### src/rtl/jtframe_joy_serial.sv
// Serial joystick reader for a 74HC165-style parallel-in/serial-out chain:
// drives load/clock, shifts JOYS*BITS bits per frame, publishes raw and frame-filtered buttons.
module jtframe_joy_serial #(
    parameter int JOYS   = 2,
    parameter int BITS   = 6,
    parameter int CLKDIV = 2,
    parameter int GAP    = 4,
    parameter int INVERT = 1,
    parameter int FILTER = 1
) (
    input  logic                 clk,
    input  logic                 rst,
    input  logic                 en,
    input  logic                 joy_data,
    output logic                 joy_clk,
    output logic                 joy_load,
    output logic [JOYS*BITS-1:0] joys_raw,
    output logic [JOYS*BITS-1:0] joys,
    output logic                 frame_done
);
    localparam int N  = JOYS * BITS;
    localparam int DW = 16;
    localparam int BW = 7;
    localparam logic [DW-1:0] DIV_LAST   = DW'(CLKDIV - 1);
    localparam logic [DW-1:0] GAP_LAST   = DW'(GAP - 1);
    localparam logic [BW-1:0] BIT_ALL    = BW'(N);
    localparam logic          INV_BIT    = 1'(INVERT);
    localparam logic [3:0]    FILTER_MIN = 4'(FILTER);

    typedef enum logic [2:0] {
        ST_IDLE     = 3'd0,
        ST_LOAD     = 3'd1,
        ST_SHIFT_LO = 3'd2,
        ST_SHIFT_HI = 3'd3,
        ST_GAP      = 3'd4
    } state_t;

    state_t        state_r;
    logic [DW-1:0] cnt_r;
    logic [BW-1:0] bit_cnt_r;
    logic [N-1:0]  sr_r;
    logic [3:0]    stable_r;

    logic          div_last_s;
    logic          gap_last_s;
    logic [N:0]    sr_shift_s;
    logic [3:0]    stable_nxt_s;

    // Phase-end flags, next shift image and the consecutive-identical-frame count
    always_comb begin
        div_last_s = (cnt_r == DIV_LAST);
        gap_last_s = (cnt_r == GAP_LAST);
        // one bit wider than the chain so the shift also works for a single-bit chain
        sr_shift_s = {sr_r, joy_data ^ INV_BIT};
        if (sr_r != joys_raw) begin
            stable_nxt_s = 4'd1;
        end else if (stable_r == 4'd15) begin
            stable_nxt_s = 4'd15;
        end else begin
            stable_nxt_s = stable_r + 4'd1;
        end
    end

    // Frame sequencer; every chain pin and output is a flop so pins stay glitch-free
    always_ff @(posedge clk or posedge rst) begin
        if (rst) begin
            state_r    <= ST_IDLE;
            cnt_r      <= '0;
            bit_cnt_r  <= '0;
            sr_r       <= '0;
            stable_r   <= 4'd0;
            joy_clk    <= 1'b0;
            joy_load   <= 1'b1;
            joys_raw   <= '0;
            joys       <= '0;
            frame_done <= 1'b0;
        end else begin
            frame_done <= 1'b0;
            case (state_r)
                ST_IDLE: begin
                    joy_clk <= 1'b0;
                    cnt_r   <= '0;
                    if (en) begin
                        state_r  <= ST_LOAD;
                        joy_load <= 1'b0;
                    end else begin
                        joy_load <= 1'b1;
                    end
                end
                ST_LOAD: begin
                    bit_cnt_r <= '0;
                    if (div_last_s) begin
                        state_r  <= ST_SHIFT_LO;
                        joy_load <= 1'b1;
                        cnt_r    <= '0;
                    end else begin
                        cnt_r <= cnt_r + DW'(1);
                    end
                end
                ST_SHIFT_LO: begin
                    if (div_last_s) begin
                        state_r   <= ST_SHIFT_HI;
                        joy_clk   <= 1'b1;
                        cnt_r     <= '0;
                        sr_r      <= sr_shift_s[N-1:0];
                        bit_cnt_r <= bit_cnt_r + BW'(1);
                    end else begin
                        cnt_r <= cnt_r + DW'(1);
                    end
                end
                ST_SHIFT_HI: begin
                    if (div_last_s) begin
                        joy_clk <= 1'b0;
                        cnt_r   <= '0;
                        if (bit_cnt_r == BIT_ALL) begin
                            state_r    <= ST_GAP;
                            joys_raw   <= sr_r;
                            frame_done <= 1'b1;
                            stable_r   <= stable_nxt_s;
                            if (stable_nxt_s >= FILTER_MIN) begin
                                joys <= sr_r;
                            end
                        end else begin
                            state_r <= ST_SHIFT_LO;
                        end
                    end else begin
                        cnt_r <= cnt_r + DW'(1);
                    end
                end
                ST_GAP: begin
                    if (gap_last_s) begin
                        cnt_r <= '0;
                        if (en) begin
                            state_r  <= ST_LOAD;
                            joy_load <= 1'b0;
                        end else begin
                            state_r <= ST_IDLE;
                        end
                    end else begin
                        cnt_r <= cnt_r + DW'(1);
                    end
                end
                default: begin
                    state_r  <= ST_IDLE;
                    joy_load <= 1'b1;
                    joy_clk  <= 1'b0;
                    cnt_r    <= '0;
                end
            endcase
        end
    end
endmodule

### config.mk
export PLATFORM = sky130hd
export DESIGN_NAME = jtframe_joy_serial
export DESIGN_NICKNAME = d
export VERILOG_FILES = /design/src/rtl/jtframe_joy_serial.sv
export SDC_FILE = /design/constraint.sdc
export NUM_CORES = 1
export LEC_CHECK = 0
export CAP_MARGIN = 0
export CORE_MARGIN = 4
export CORE_UTILIZATION = 61
export CTS_CLUSTER_DIAMETER = 60
export DETAILED_ROUTE_END_ITERATION = 8
export PLACE_DENSITY = 0.91
export SLEW_MARGIN = 20
export SYNTH_ARGS = -nofsm -noshare
export SYNTH_HDL_FRONTEND = slang
export SYNTH_SLANG_ARGS = --single-unit
### constraint.sdc
create_clock -name clk -period 3.6 [get_ports clk]
set_input_delay 0.72 -clock clk [delete_from_list [all_inputs] [get_ports clk]]
set_output_delay 0.72 -clock clk [all_outputs]
set_load 0.02 [all_outputs]
# Word-level counts from Yosys, hierarchy flattened
# Index checks and enable logic that the tools add are counted.
[totals]
register_bits = 69
latch_bits = 0
mem_bits_rw = 0
romBits = 0
in_bits = 4
output_inout_bits = 27
word_cells = 69
memories = 0
[op_classes]
n_addsub = 3
n_mul = 0
div = 0
magnitude_cmp = 1
n_eq_ne = 15
shifts = 0
n_mux = 25
bitwise = 3
reduce_logical = 12
[op_table]
columns = ["cell", "count"]
rows = [
  ["16-bit 2-to-1 mux", 2],
  ["16-bit one-hot mux with 2 select lines", 1],
  ["3-bit 2-to-1 mux", 6],
  ["16-bit by 1-bit adder with 16-bit output, second input constant", 1],
  ["16-bit by 1-bit equality test with 1-bit output, second input constant", 1],
  ["16-bit by 2-bit equality test with 1-bit output, second input constant", 1],
  ["3-bit one-hot mux with 5 select lines", 1],
  ["7-bit one-hot mux with 2 select lines", 1],
  ["12-bit != test", 1],
  ["2-bit != test, second input constant", 6],
  ["1-bit 2-to-1 mux", 9],
  ["4-bit 2-to-1 mux", 2],
  ["4-bit AND reduction", 2],
  ["7-bit by 1-bit adder with 7-bit output, second input constant", 1],
  ["7-bit by 4-bit equality test with 1-bit output, second input constant", 1],
  ["7-bit 2-to-1 mux", 1],
  ["3-bit by 2-bit equality test with 1-bit output, second input constant", 2],
  ["3-bit AND reduction", 2],
  ["5-bit AND reduction", 1],
  ["4-bit by 1-bit adder with 4-bit output, second input constant", 1],
  ["4-bit equality test, second input constant", 1],
  ["4-bit by 1-bit >= comparator with 1-bit output, second input constant", 1],
  ["1-bit one-hot mux with 4 select lines", 1],
  ["2-bit AND reduction", 2],
  ["other kinds (8)", 11],
]

# Depth between registers and ports, before layout
# Gate-level depths: netlist of the first run.
[logic_depth]
depth_word = 5
depth_mapped = 9
depth_no_buf = 7

# Worst setup path before layout of the first run
# No wires, ideal clock.
[synth_timing]
kind = "register to register"
startpoint = "reg cnt_r[11]"
endpoint = "reg joys[0]"
setup_ns = 0.125
arrival_time_ns = 2.083
required_ns = 3.475
path_slack_ns = 1.392
stages_incl_launch_ff = 7
path_buffers = 1
period_less_slack_ns = 2.208
cell_sequence = "dfrtp_1 or4_4 and4bb_4 nand3_4 a41oi_4 buf_6 mux2_4"
[synth_via]
elab_chain_len = 2
[synth_lines]
columns = ["element", "line_no", "rtl"]
rows = [
  ["from (decl)", "39", "logic [DW-1:0] cnt_r;"],
  ["from (signal assigned)", "97", "cnt_r <= cnt_r + DW'(1);"],
  ["from (signal assigned)", "108", "cnt_r <= cnt_r + DW'(1);"],
  ["from (signal assigned)", "127", "cnt_r <= cnt_r + DW'(1);"],
  ["16-bit by 1-bit equality test with 1-bit output", "51", "div_last_s = (cnt_r == DIV_LAST);"],
  ["4-bit AND reduction (no source line)", "n/a", ""],
  ["to (signal assigned)", "121", "joys <= sr_r;"],
  ["to (decl)", "18", "output logic [JOYS*BITS-1:0] joys,"],
]
# Every way passes these cells.
# A chain may end at the register's enable or synchronous reset.

# Worst setup path after layout of the first run
[layout_timing]
startpoint = "reg cnt_r[8]"
endpoint = "reg joys[10]"
# The elaborated chain is that of the path after synthesis.

==> results of run 1 <==
==> worst max path at each step <==
| stage | from | end | slack, ns | cells past startpoint |
|---|---|---|---|---|
| after floorplan | rst | bit_cnt_r[0] | 1.14 | 1 |
| after global placement | cnt_r[8] | joys[10] | 0.99 | 5 |
| after detailed placement | cnt_r[8] | joys[9] | 0.92 | 5 |
| after CTS | cnt_r[8] | joys[10] | 0.91 | 5 |
| after global routing | state_r[0] | joys[10] | 0.80 | 5 |
| final | cnt_r[8] | joys[10] | 0.90 | 5 |
==> state kept, by name (all words and copies together), names as in the netlist <==
register and count:
bit_cnt_r 7, state_r 3, joy_clk 1, joys 12, sr_r 12, stable_r 4, cnt_r 16, joys_raw 12
joy_load 1, frame_done 1
==> kinds of logic (layout without fill, tap and decap cells) <==
family,Yosys count,count (layout),synth area share [%]
and+or+nand+nor,138,138,20.7
DFF,69,69,51.8
xor gates and xnor gates,30,30,7.88
AOI/OAI and AO/OA,28,28,5.33
muxes,25,25,9.56
buffers and inverters,19,56,2.85
adders and majority gates,5,5,1.88
==> worst max-delay path, delay by kind of cell, from the launching register on <==
kind / cells / cell delay [ns]
mux: 1 / 0.39
simple gates: 3 / 1.12
flops: 1 / 0.44
compound gates: 1 / 0.64
==> per-layer routing <==
metal / track usage, % / up-vias / wire length, um
met5: 0 / - / 0
met4: 7.97 / 0 / 91
met3: 4.93 / 10 / 344
met2: 38.1 / 77 / 3290
met1: 25.7 / 1190 / 2740
li1: - / 1135 / -
==> through the flow <==
stage | cells | power [mW] | area, um2
global placement | 405 | 0.858 | 3680
global route | 421 | 1.48 | 3860
detailed placement | 405 | 0.861 | 3680
CTS | 421 | 1.44 | 3860
finish | 421 | 1.43 | 3860
floorplan | 314 | 0.844 | 3340
==> layout make-up <==
type	count	area [um2]
clock buffers	9	124
clock inverters	7	57.6
fillers	357	1350
inverters	7	26.3
multi-input cells	226	1510
flip-flops and latches	69	1730
well taps	70	87.6
repair buffers	33	323
==> power by group through the flow <==
stage	combinational, mW	clock [mW]	sequential [mW]
3_5_place_dp	0.0507	0	0.810
3_3_place_gp	0.0484	0	0.809
6_report	0.0492	0.582	0.795
2_1_floorplan	0.0361	0	0.807
4_1_cts	0.0511	0.592	0.795
5_1_grt	0.0562	0.630	0.796
==> synthesized netlist by cell type, types with 2 or more instances <==
library cell / n / share of area (%)
sky130_fd_sc_hd__dfrtp_1: 68 / 51
sky130_fd_sc_hd__a21oi_1: 11 / 1.7
sky130_fd_sc_hd__and3_1: 2 / 0.38
sky130_fd_sc_hd__nor3_1: 6 / 0.90
sky130_fd_sc_hd__buf_6: 2 / 0.68
sky130_fd_sc_hd__xor2_1: 12 / 3.2
sky130_fd_sc_hd__nand2b_1: 4 / 0.75
sky130_fd_sc_hd__nor2_1: 28 / 3.2
sky130_fd_sc_hd__nor4_1: 4 / 0.75
sky130_fd_sc_hd__clkbuf_1: 5 / 0.56
sky130_fd_sc_hd__inv_1: 7 / 0.79
sky130_fd_sc_hd__o21ai_0: 10 / 1.5
sky130_fd_sc_hd__nor4b_1: 3 / 0.79
sky130_fd_sc_hd__and2_1: 4 / 0.75
sky130_fd_sc_hd__ha_1: 5 / 1.9
sky130_fd_sc_hd__nand3_1: 13 / 2.0
sky130_fd_sc_hd__mux2_4: 10 / 4.5
sky130_fd_sc_hd__or3_1: 2 / 0.38
sky130_fd_sc_hd__mux2_1: 14 / 4.7
sky130_fd_sc_hd__buf_2: 4 / 0.60
sky130_fd_sc_hd__nand2_1: 52 / 5.9
sky130_fd_sc_hd__nand4_1: 9 / 1.7
sky130_fd_sc_hd__xnor2_1: 18 / 4.7
==> layout by cell type (no fill, tap or decap), drive strengths merged, types with 2 or more instances in the layout <==
cell and n:
dfrtp 68, nand2 52, clkdlybuf4s50 30, nor2 28
mux2 25, xnor2 18, nand3 14, xor2 12
a21oi 11, o21ai 11, inv 10, nand4 9
clkbuf 9, nor3 6, ha 5, and2 4
nor4 4, nand2b 4, nor4b 3, clkinvlp 3
buf 3, and3 2, or3 2, or4 2
and4bb 2
==> impl_summary.log, run 1 <==
INFO  metric status = finished clean
INFO  metric grt_max_degree = 26
INFO  metric clkPwrFrac = 40.8%
INFO  metric power_per_cell_area = 370 mW/mm2
INFO  metric ctsHoldBuffers = 0
INFO  metric portion_of_the_clock_cycle_consumed_by_the_worst_path_in_the_final_layout = 75.0%
INFO  metric detail_route.wirelength = 6470 um
INFO  metric critical_path_arrival = 2.94 ns
INFO  metric timing_hold_violations_final = 0
INFO  metric min_to = joy_load
INFO  metric grt.overflow.total = 0
INFO  metric pre_cts_ws = 0.921 ns
INFO  metric r2r_slack = 0.90 ns
INFO  metric worst_slew_pin_slew = 0.777 ns
INFO  metric vias_in_the_first_global_route = 2364
INFO  metric biggest_cell_delay_along_the_critical_path = 0.64 ns
INFO  metric async_flop_share = 100%
INFO  metric yosys_register_bits = 69
INFO  metric rsz_0062_raised_after_global_routing = false
INFO  metric initial_core_util = 64.1%
INFO  metric drt_pre_antenna_iters = 4
INFO  metric globalplace.congestion = 0.834
INFO  metric area_growth = 15.7%
INFO  metric worst_hold_slack = 0.477 ns
INFO  metric critical_path.reg2reg.endpoint = joys[10]
INFO  metric die_x = 82.0 um
INFO  metric final_core_utilization = 74.1%
INFO  metric initial_antenna_violation_count = 0
INFO  metric syn-mean-instance-area = 10.6 um2
INFO  metric intPower = 1.07 mW
INFO  metric syn-num-nets = 323
INFO  metric clk_pin_slew_worst_paths = 0.08 ns
INFO  metric ys.flop_type = sky130_fd_sc_hd__dfrtp_1
INFO  metric global_route_wire_length_before_repair = 10900 um
INFO  metric detail_route.vias_per_cell = 5.73
INFO  metric routed-via-count = 2412
INFO  metric timing.hold.worst.class = reg -> reg
INFO  metric cts_buffer_count = 9
INFO  metric setup.worst_path.start_class = flip-flop
INFO  metric timing_worst_setup_path_type = reg -> reg
INFO  metric fp.dieArea = 0.00672 mm2
INFO  metric setup_viol = 0
INFO  metric max_slew_margin = 47.8%
INFO  metric cts_tree = yes
INFO  metric timing.final.crit_period = 2.70 ns
INFO  metric postCtsSetupBuffers = 0
INFO  metric detailedPlacementHpwl = 4480 um
INFO  metric synth-edff-count = 0
INFO  metric final_worst_slack = 0.899 ns
INFO  metric netSwitchingPower = 0.361 mW
INFO  metric timing.clock.skew = 0.0107 ns
INFO  metric power.share.sequential = 55.7%
INFO  metric cts_resized = 0
INFO  metric final_net_count = 355
INFO  metric grt_use_total = 21.6%
INFO  metric ant_cells = 0
INFO  metric clock_root_cell = sky130_fd_sc_hd__clkbuf_8
INFO  metric ys.warnings.count = 0
INFO  metric netlist_instances = 314
INFO  metric port_buffers = 30
INFO  metric synth.cell_area = 0.00334 mm2
INFO  metric num_io_pins = 31
INFO  metric htree_num_levels = 3
INFO  metric synth_sequential_area_ratio = 51.8%
INFO  metric area_of_the_placeable_core = 0.00520 mm2
INFO  metric core.rowCount = 26
INFO  metric drt_iter0_drc = 169
INFO  metric worstHoldStart = joy_load
INFO  metric worstPathMaxFanout = 15
INFO  metric worst_path_max_delay_cell = sky130_fd_sc_hd__a41oi_4
INFO  metric max_slew_violation_count = 0
INFO  metric static-leakage-power = 1.71 nW
INFO  metric max-vdd-ir-drop = 0.257 mV
INFO  metric worst_ep_required_time = 3.84 ns
INFO  metric achievable-frequency = 370 MHz
INFO  metric share_of_total_power_consumed_by_net_switching = 25.3%
INFO  metric worst_skew_pair.late_latency = 0.35 ns
INFO  metric r2r.worst_path.cells = 5
INFO  metric die-height = 82.0 um
INFO  metric post_drt_wl_per_cell = 15.4 um
INFO  metric count_of_different_cell_masters_after_synthesis = 44
INFO  metric critical_path.endpoint_type = flip-flop
INFO  metric max-clock-path-buffers = 2
INFO  metric worstReg2RegStart = cnt_r[8]
INFO  metric path_cells = or4_1 > and4bb_4 > nand3_4 > a41oi_4 > mux2_1
INFO  metric clock-sinks = 69
INFO  metric min_delay_path_depth = 2
INFO  metric drt_drc_violations_left = 0
INFO  metric relative_contribution_of_combinational_cells_to_total_power = 3.4%
INFO  metric final_antenna_net_count = 0
INFO  metric cap_violations = 0
INFO  metric drive_gt1_share = 10.5%
INFO  metric finalSetupTns = 0 ns
No activity file was read; power rests on OpenSTA's default activity.
==> run 2: changes to the inputs <==
--- a/config.mk
+++ b/config.mk
@@ -7,10 +7,10 @@
 export LEC_CHECK = 0
 export CAP_MARGIN = 0
 export CORE_MARGIN = 4
-export CORE_UTILIZATION = 61
+export CORE_UTILIZATION = 57
 export CTS_CLUSTER_DIAMETER = 60
 export DETAILED_ROUTE_END_ITERATION = 8
-export PLACE_DENSITY = 0.91
+export PLACE_DENSITY = 0.86
 export SLEW_MARGIN = 20
 export SYNTH_ARGS = -nofsm -noshare
 export SYNTH_HDL_FRONTEND = slang
==> constraint.sdc (replaced) <==
create_clock -name clk -period 2.7 [get_ports clk]
set_input_delay 0.54 -clock clk [delete_from_list [all_inputs] [get_ports clk]]
set_output_delay 0.54 -clock clk [all_outputs]
set_load 0.02 [all_outputs]
==> impl_summary.log, run 2 (same netlist as run 1, synthesis figures left out) <==
INFO  metric path_cells = or4_1 > and4bb_4 > nand3_4 > a41oi_4 > buf_4 > mux2_4
INFO  metric worst_slew_pin_slew = 0.625 ns
INFO  metric detail_route.wirelength = 6810 um
INFO  metric max_flop_register = cnt_r
INFO  metric ctsHoldBuffers = 0
INFO  metric grt.overflow.total = 0
INFO  metric timing_worst_setup_path_type = reg -> reg
INFO  metric detailedPlacementHpwl = 4540 um
INFO  metric worstPathMaxFanout = 10
INFO  metric port_buffers = 30
INFO  metric achievable-frequency = 420 MHz
INFO  metric drt_iter0_drc = 145
INFO  metric portion_of_the_clock_cycle_consumed_by_the_worst_path_in_the_final_layout = 88.2%
INFO  metric initial_core_util = 59.5%
INFO  metric finalSetupTns = 0 ns
INFO  metric area_growth = 18.3%
INFO  metric fp.dieArea = 0.00714 mm2
INFO  metric timing.hold.worst.class = reg -> reg
INFO  metric power_per_cell_area = 525 mW/mm2
INFO  metric cts_resized = 0
INFO  metric cap_violations = 0
INFO  metric ant_cells = 0
INFO  metric routed-via-count = 2436
INFO  metric biggest_cell_delay_along_the_critical_path = 0.57 ns
INFO  metric max_slew_margin = 58.0%
INFO  metric grt_use_total = 20.8%
INFO  metric postCtsSetupBuffers = 0
INFO  metric timing.clock.skew = 0.00683 ns
INFO  metric critical_path.endpoint_type = flip-flop
INFO  metric drt_pre_antenna_iters = 4
INFO  metric clock_root_cell = sky130_fd_sc_hd__clkbuf_8
INFO  metric worst_skew_pair.late_latency = 0.35 ns
INFO  metric number_of_flip_flops_under_the_largest_register_name = 16
INFO  metric max-clock-path-buffers = 2
INFO  metric post_drt_wl_per_cell = 15.9 um
INFO  metric max-vdd-ir-drop = 0.363 mV
INFO  metric layout.cells.most_common = sky130_fd_sc_hd__dfrtp_1
INFO  metric detail_route.vias_per_cell = 5.70
INFO  metric final_net_count = 359
INFO  metric die_x = 84.5 um
INFO  metric max_slew_violation_count = 0
INFO  metric fillers = 419
INFO  metric rsz_0062_raised_after_global_routing = false
INFO  metric timing_hold_violations_final = 0
INFO  metric worst_ep_required_time = 2.94 ns
INFO  metric drt_drc_violations_left = 0
INFO  metric clock-sinks = 69
INFO  metric die-height = 84.5 um
INFO  metric final_antenna_net_count = 0
INFO  metric initial_antenna_violation_count = 0
INFO  metric drive_gt1_share = 11.5%
INFO  metric globalplace.congestion = 0.877
INFO  metric setup_viol = 0
INFO  metric global_route_wire_length_before_repair = 11700 um
INFO  metric static-leakage-power = 1.77 nW
INFO  metric clk_pin_slew_worst_paths = 0.08 ns
INFO  metric critical_path_arrival = 2.62 ns
INFO  metric vias_in_the_first_global_route = 2388
INFO  metric timing.final.crit_period = 2.38 ns
INFO  metric cts_buffer_count = 9
INFO  metric cts_tree = yes
INFO  metric num_io_pins = 31
INFO  metric grt_max_degree = 70
INFO  metric htree_num_levels = 3
INFO  metric worst_path_max_delay_cell = sky130_fd_sc_hd__or4_1
INFO  metric area_of_the_placeable_core = 0.00561 mm2
INFO  metric core.rowCount = 27
INFO  metric worst_hold_slack = 0.466 ns
INFO  metric mostFrequentLayoutCells = 68 x sky130_fd_sc_hd__dfrtp_1, 52 x sky130_fd_sc_hd__nand2_1, 30 x sky130_fd_sc_hd__clkdlybuf4s50_1, 28 x sky130_fd_sc_hd__nor2_1, 18 x sky130_fd_sc_hd__xnor2_1
INFO  metric status = finished clean
INFO  metric setup.worst_path.start_class = flip-flop
## run 2: per-stage QoR
stage / cells / setup slack, ns / util (%) / power [mW] / instance area, um2
final: 427 / 0.319 / 70.4 / 2.07 / 3950
after global routing: 427 / 0.202 / 70.4 / 2.15 / 3950
after CTS: 427 / 0.314 / 70.4 / 2.09 / 3950
after detailed placement: 411 / 0.338 / 66.4 / 1.15 / 3720
after global placement: 411 / 0.380 / 66.4 / 1.15 / 3720
after floorplan: 314 / 0.422 / - / 1.12 / 3340
## run 2: layer usage
| metal | part of all wire (%) | track usage (%) |
|---|---|---|
| met3 | 3.8 | 5.30 |
| met2 | 51 | 34.2 |
| met4 | 1.6 | 8.63 |
| met1 | 43 | 26.1 |
| met5 | 0 | 0 |
## run 2: power breakdown
part / switching (mW) / internal, mW / leakage, nW
Combinational: 0.0357 / 0.0329 / 0.743
Sequential: 0.0146 / 1.05 / 0.913
Clock: 0.401 / 0.543 / 0.112
Total: 0.451 / 1.62 / 1.77
## run 2: layout make-up
class	instances	area (um2)	share of cell area, %
Multi-Input combinational cell	226	1510	38.3
Clock inverter	6	86.3	2.19
Clock buffer	10	138	3.49
Tap cell	72	90.1	2.28
Timing Repair Buffer	37	365	9.26
Inverter	7	26.3	0.666
Sequential cell	69	1730	43.8
## run 2: worst max-delay path: cells and delay by family, from the launching register on
kind	cells	cell delay, ns
flops	1	0.43
mux	1	0.33
buf+inv	1	0.28
compound gates	1	0.21
simple gates	3	1.01
## run 2: worst paths after layout
kind,start,slack (ns),depth (start not counted),to
hold / removal,joy_load,0.47,2,joy_load
min in group asynchronous,rst,0.58,3,cnt_r[3]
setup reg to reg,cnt_r[8],0.32,6,joys[4]
hold reg to reg,joy_load,0.47,2,joy_load
max in group asynchronous,rst,1.79,3,joy_load
setup / recovery,cnt_r[8],0.32,6,joys[4]
